File: config.mk
export PLATFORM = sky130hd
export DESIGN_NAME = frame_step_scheduler
export DESIGN_NICKNAME = d
export VERILOG_FILES = /design/src/rtl/vga_timing.sv /design/src/rtl/vblank_detect.sv /design/src/rtl/frame_step_scheduler.sv
export SDC_FILE = /design/constraint.sdc
export NUM_CORES = 1
export LEC_CHECK = 0
export BUFFER_PORTS_ARGS = -buffer_cell sky130_fd_sc_hd__buf_2
export CAP_MARGIN = 15
export CORE_UTILIZATION = 30
export CTS_CLUSTER_SIZE = 12
export DETAILED_ROUTE_END_ITERATION = 6
export PLACE_DENSITY = 0.54
export SYNTH_ARGS = -nofsm -noshare
export SYNTH_HDL_FRONTEND = slang
export SYNTH_HIERARCHICAL = 1
export SYNTH_SLANG_ARGS = --single-unit
File: constraint.sdc
create_clock -name clk -period 1.95 [get_ports clk]
set_input_delay 0.0975 -clock clk [delete_from_list [all_inputs] [get_ports clk]]
set_output_delay 0.0975 -clock clk [all_outputs]
set_load 0.05 [all_outputs]
File: src/rtl/vga_timing.sv
// Shared 640x480@60 timing constants and ball-update FSM encoding.
// Used by vga_sync, vblank_detect and frame_step_scheduler.
package vga_timing;

  localparam int H_ACTIVE = 640;
  localparam int H_TOTAL  = 800;
  localparam int V_ACTIVE = 480;
  localparam int V_TOTAL  = 525;
  localparam int CW       = 10;

  typedef enum logic [1:0] {
    IDLE   = 2'd0,
    REQ    = 2'd1,
    COMMIT = 2'd2,
    WAIT   = 2'd3
  } fss_state_t;

endpackage

File: src/rtl/vblank_detect.sv
// Registered one-clk vblank_start / frame_start pulses from vga_sync counts.
// In: clk, reset_n, p_tick, pixel_x, pixel_y. Out: vblank_start, frame_start.
module vblank_detect #(
  parameter int H_TOTAL  = vga_timing::H_TOTAL,
  parameter int V_TOTAL  = vga_timing::V_TOTAL,
  parameter int V_ACTIVE = vga_timing::V_ACTIVE
) (
  input  logic                      clk,
  input  logic                      reset_n,
  input  logic                      p_tick,
  input  logic [vga_timing::CW-1:0] pixel_x,
  input  logic [vga_timing::CW-1:0] pixel_y,
  output logic                      vblank_start,
  output logic                      frame_start
);

  localparam int CW = vga_timing::CW;

  logic line_end;
  assign line_end = p_tick && (pixel_x == CW'(H_TOTAL - 1));

  always_ff @(posedge clk or negedge reset_n) begin
    if (!reset_n) begin
      vblank_start <= 1'b0;
      frame_start  <= 1'b0;
    end else begin
      vblank_start <= line_end && (pixel_y == CW'(V_ACTIVE - 1));
      frame_start  <= line_end && (pixel_y == CW'(V_TOTAL - 1));
    end
  end

endmodule

File: src/rtl/frame_step_scheduler.sv
// Tear-free ball update: one physics step per STEP_DIV vblanks, committed in blanking.
// In: clk, reset_n, p_tick, pixel_x/y, enable, step_ack, new_x/y. Out: step_req, ball_x/y, frame_cnt, overrun, busy.
module frame_step_scheduler #(
  parameter int H_TOTAL  = vga_timing::H_TOTAL,
  parameter int V_TOTAL  = vga_timing::V_TOTAL,
  parameter int V_ACTIVE = vga_timing::V_ACTIVE,
  parameter int STEP_DIV = 1,
  parameter int INIT_X   = 320,
  parameter int INIT_Y   = 240
) (
  input  logic                      clk,
  input  logic                      reset_n,
  input  logic                      p_tick,
  input  logic [vga_timing::CW-1:0] pixel_x,
  input  logic [vga_timing::CW-1:0] pixel_y,
  input  logic                      enable,
  input  logic                      step_ack,
  input  logic [vga_timing::CW-1:0] new_x,
  input  logic [vga_timing::CW-1:0] new_y,
  output logic                      step_req,
  output logic [vga_timing::CW-1:0] ball_x,
  output logic [vga_timing::CW-1:0] ball_y,
  output logic [15:0]               frame_cnt,
  output logic                      overrun,
  output logic                      busy
);

  import vga_timing::*;

  logic          vblank_start;
  logic          frame_start;
  fss_state_t    state;
  logic [3:0]    div_cnt;
  logic [CW-1:0] shadow_x;
  logic [CW-1:0] shadow_y;
  logic          launch;

  vblank_detect #(
    .H_TOTAL  (H_TOTAL),
    .V_TOTAL  (V_TOTAL),
    .V_ACTIVE (V_ACTIVE)
  ) u_vblank_detect (
    .clk          (clk),
    .reset_n      (reset_n),
    .p_tick       (p_tick),
    .pixel_x      (pixel_x),
    .pixel_y      (pixel_y),
    .vblank_start (vblank_start),
    .frame_start  (frame_start)
  );

  assign launch = vblank_start && (div_cnt == 4'd0) && enable;
  assign busy   = (state != IDLE);

  always_ff @(posedge clk or negedge reset_n) begin
    if (!reset_n) begin
      div_cnt   <= 4'd0;
      frame_cnt <= 16'd0;
    end else begin
      if (vblank_start)
        div_cnt <= (div_cnt == 4'(STEP_DIV - 1)) ? 4'd0 : div_cnt + 4'd1;
      if (frame_start)
        frame_cnt <= frame_cnt + 16'd1;
    end
  end

  always_ff @(posedge clk or negedge reset_n) begin
    if (!reset_n) begin
      state    <= IDLE;
      step_req <= 1'b0;
      overrun  <= 1'b0;
      ball_x   <= CW'(INIT_X);
      ball_y   <= CW'(INIT_Y);
      shadow_x <= '0;
      shadow_y <= '0;
    end else begin
      overrun <= 1'b0;
      unique case (state)
        IDLE: begin
          if (launch) begin
            state    <= REQ;
            step_req <= 1'b1;
          end
        end
        REQ: begin
          // ack beats a simultaneous frame_start
          if (step_ack) begin
            shadow_x <= new_x;
            shadow_y <= new_y;
            step_req <= 1'b0;
            state    <= COMMIT;
          end else if (frame_start) begin
            step_req <= 1'b0;
            overrun  <= 1'b1;
            state    <= IDLE;
          end
        end
        COMMIT: begin
          ball_x <= shadow_x;
          ball_y <= shadow_y;
          state  <= WAIT;
        end
        WAIT: begin
          // engine still holding ack: this vblank's step is lost
          if (step_ack) begin
            if (launch)
              overrun <= 1'b1;
          end else if (launch) begin
            state    <= REQ;
            step_req <= 1'b1;
          end else begin
            state <= IDLE;
          end
        end
        default: state <= IDLE;
      endcase
    end
  end

endmodule
==> results.tsv <==
metric	value	unit
reg2reg start	frame_cnt[0]$_DFFE_PN0P_	
Reg area	1659	µm²
vias in the first global route	1853	
share of cells above drive strength 1	0.4889	
IO Count	84	
final layout net count	358	
flop2flop setup slack	0.41	ns
first-pass GRT wire length	8776	µm
share of the synthesized area in the top cell type	0.5495	
final hold vios	0	
most used flip-flop cell after synthesis	dfrtp_1	
design area	3686	µm²
Crit Path Max Fanout	4	
worst min-delay path category	input pin to flip-flop	
Placed Area	3291	µm²
hold path depth	4	
Longest Clk Path Bufs	2	
flops & latches, synth	66	
Yosys warnings	6	
Starting DRT DRC Count	26	
Crit Path Category	flip-flop to flip-flop	
post-route ant nets	0	
hold path start	pixel_y[7]	
H-tree levels	3	
CP required	2.16	ns
Setup TNS	0	ns
routability cong.	0.6415	
post-synthesis cell count	197	
total power density per cell area	1399	nW/µm²
IO buf count	83	
max-cap violations	0	
RSZ-0062 raised after global routing	no	
initial antenna violation count	0	
top cells by area, synth	dfrtp_1 55%, mux2_2 17%, dfstp_2 5.8%	
cell taking the most area after synthesis	dfrtp_1	
outcome	finished, final reports clean	
R2R Path End	frame_cnt[10]$_DFFE_PN0P_	
clk sink count	66	
Post-Syn Area	2733	µm²
worst reg2reg path depth	5	
largest net degree at the start of global routing	67	
period utilization	0.7911	
hold_ws	0.02262	ns
gr ovfl total	0	
sequential cell area fraction in the yosys report	0.6071	
P_leak	1.821	nW
Max Clock Skew	0.008623	ns
footprint of the multi-input gates	1035	µm²
Initial Util	0.3118	
DR WL/cell	12.34	µm
Die Y	97.44	µm
Post-CTS Hold Buffers	21	
num rows	34	
DRT Pass-1 Iters	4	
CTS buffer count	9	
CTS tree	done	
synth cell count leaders	60 x dfrtp_1, 41 x mux2_2, 14 x nand2_1	
crit start category	flip-flop	
Min-Delay Endpoint	u_vblank_detect/frame_start$_DFF_PN0_	
Setup Buffers After CTS	0	
synthesis-to-layout area growth	34.89	%
CTS Root Cell	clkbuf_8	
peak supply drop	0.0005529	V
DRC Markers	0	
DIE AREA	9495	µm²
DR vias	1892	
number of synthesized flops with an enable pin	0	
Tmin final	1.543	ns
Worst slew margin	0.7409	
DP Wirelength	3365	µm
Antenna Diode Count	0	
final core utilization	0.4206	
Die X-Extent	97.44	µm
final WL	5219	µm
syn_nets	245	
Worst Setup SP	frame_cnt[0]$_DFFE_PN0P_	
clk_lat worst skew	0.33	ns
Post-CTS Resized	0	
worst slew pin tran	0.3856	ns
syn avg cell area	13.87	µm²
clock transition at the registers of the reported paths	0.07	ns
Slew Limit Fails	0	
crit path DAT	1.75	ns
Final setup violation count	0	
CORE AREA	8763	µm²
count leader, synth	dfrtp_1	
Max Clk Rate	0.6482	GHz
Worst setup EP type	flip-flop	
count of different cell masters after synthesis	32	
Vias/cell	4.473	
GRT Total Usage	0.1185	
# fillers	857	
Post-synth ARST share	1.000	
==> layer usage <==
layer,GRT usage,routed length (µm),up-vias
met5,0,0,-
met4,0.04299,61,0
met3,0.04388,272,6
met2,0.1872,2434,61
met1,0.1483,2452,911
li1,-,-,914
==> worst max path at each step <==
stage / end / slack [ns]
after floorplan: frame_cnt[10]$_DFFE_PN0P_ / 0.22
after global placement: frame_cnt[14]$_DFFE_PN0P_ / 0.40
after detailed placement: frame_cnt[12]$_DFFE_PN0P_ / 0.38
after CTS: frame_cnt[10]$_DFFE_PN0P_ / 0.36
after global routing: frame_cnt[12]$_DFFE_PN0P_ / 0.20
final: frame_cnt[10]$_DFFE_PN0P_ / 0.41
==> critical path, cell delays in order, from the launching register on <==
cell and delay [ns]:
dfrtp_1 0.44, ha_1 0.23, nand3_1 0.12, nor3_1 0.39
nand2_1 0.12, xnor2_1 0.13
==> final cells by class <==
type,instances,area share
clock buffer,10,0.03462
tap,108,0.03666
inverter,3,0.003055
sequential,66,0.4501
multi-input combinational,123,0.2807
timing repair buffer,107,0.1792
clock inverter,6,0.01561
==> registers in the layout, indices dropped and copies added, names as in the netlist, named ones only <==
signal / cells
frame_cnt: 16
ball_x: 10
ball_y: 10
shadow_x: 10
shadow_y: 10
div_cnt: 4
overrun: 1
state: 1
step_req: 1
u_vblank_detect/frame_start: 1
u_vblank_detect/vblank_start: 1
==> stage by stage <==
stage               setup slack (ns)  power, mW  cells
finish                        0.4073      5.157    423
global route                  0.1962      5.460    423
global placement              0.3963      4.056    386
floorplan                     0.2188      3.632    197
CTS                           0.3604      5.245    423
detailed placement            0.3775      4.093    386
==> kinds of logic after synthesis <==
kind of cell    synth area share
compound gates           0.01969
xor+xnor                 0.05128
fa+ha+maj                0.01374
buf+inv                  0.01420
flops                     0.6071
mux                       0.1690
simple gates              0.1250
==> where the power goes <==
group / internal (mW) / total [mW] / switching (mW)
clock: 0.582 / 1.09 / 0.506
sequential: 1.87 / 2.09 / 0.216
combinational: 0.761 / 1.98 / 1.22
==> cell usage in the layout (no fill, tap or decap), types with 4 or more instances in the layout <==
master and count:
nand2_1 14, clkinv_2 4, xor2_1 6, xnor2_1 10, buf_2 83, nand3_1 7, dfrtp_1 60, dfstp_2 6
mux2_2 41, dlygate4sd3_1 21, nor2_1 7, clkbuf_8 9, and3_1 4
Note: power is estimated with default switching activity, not from simulation.
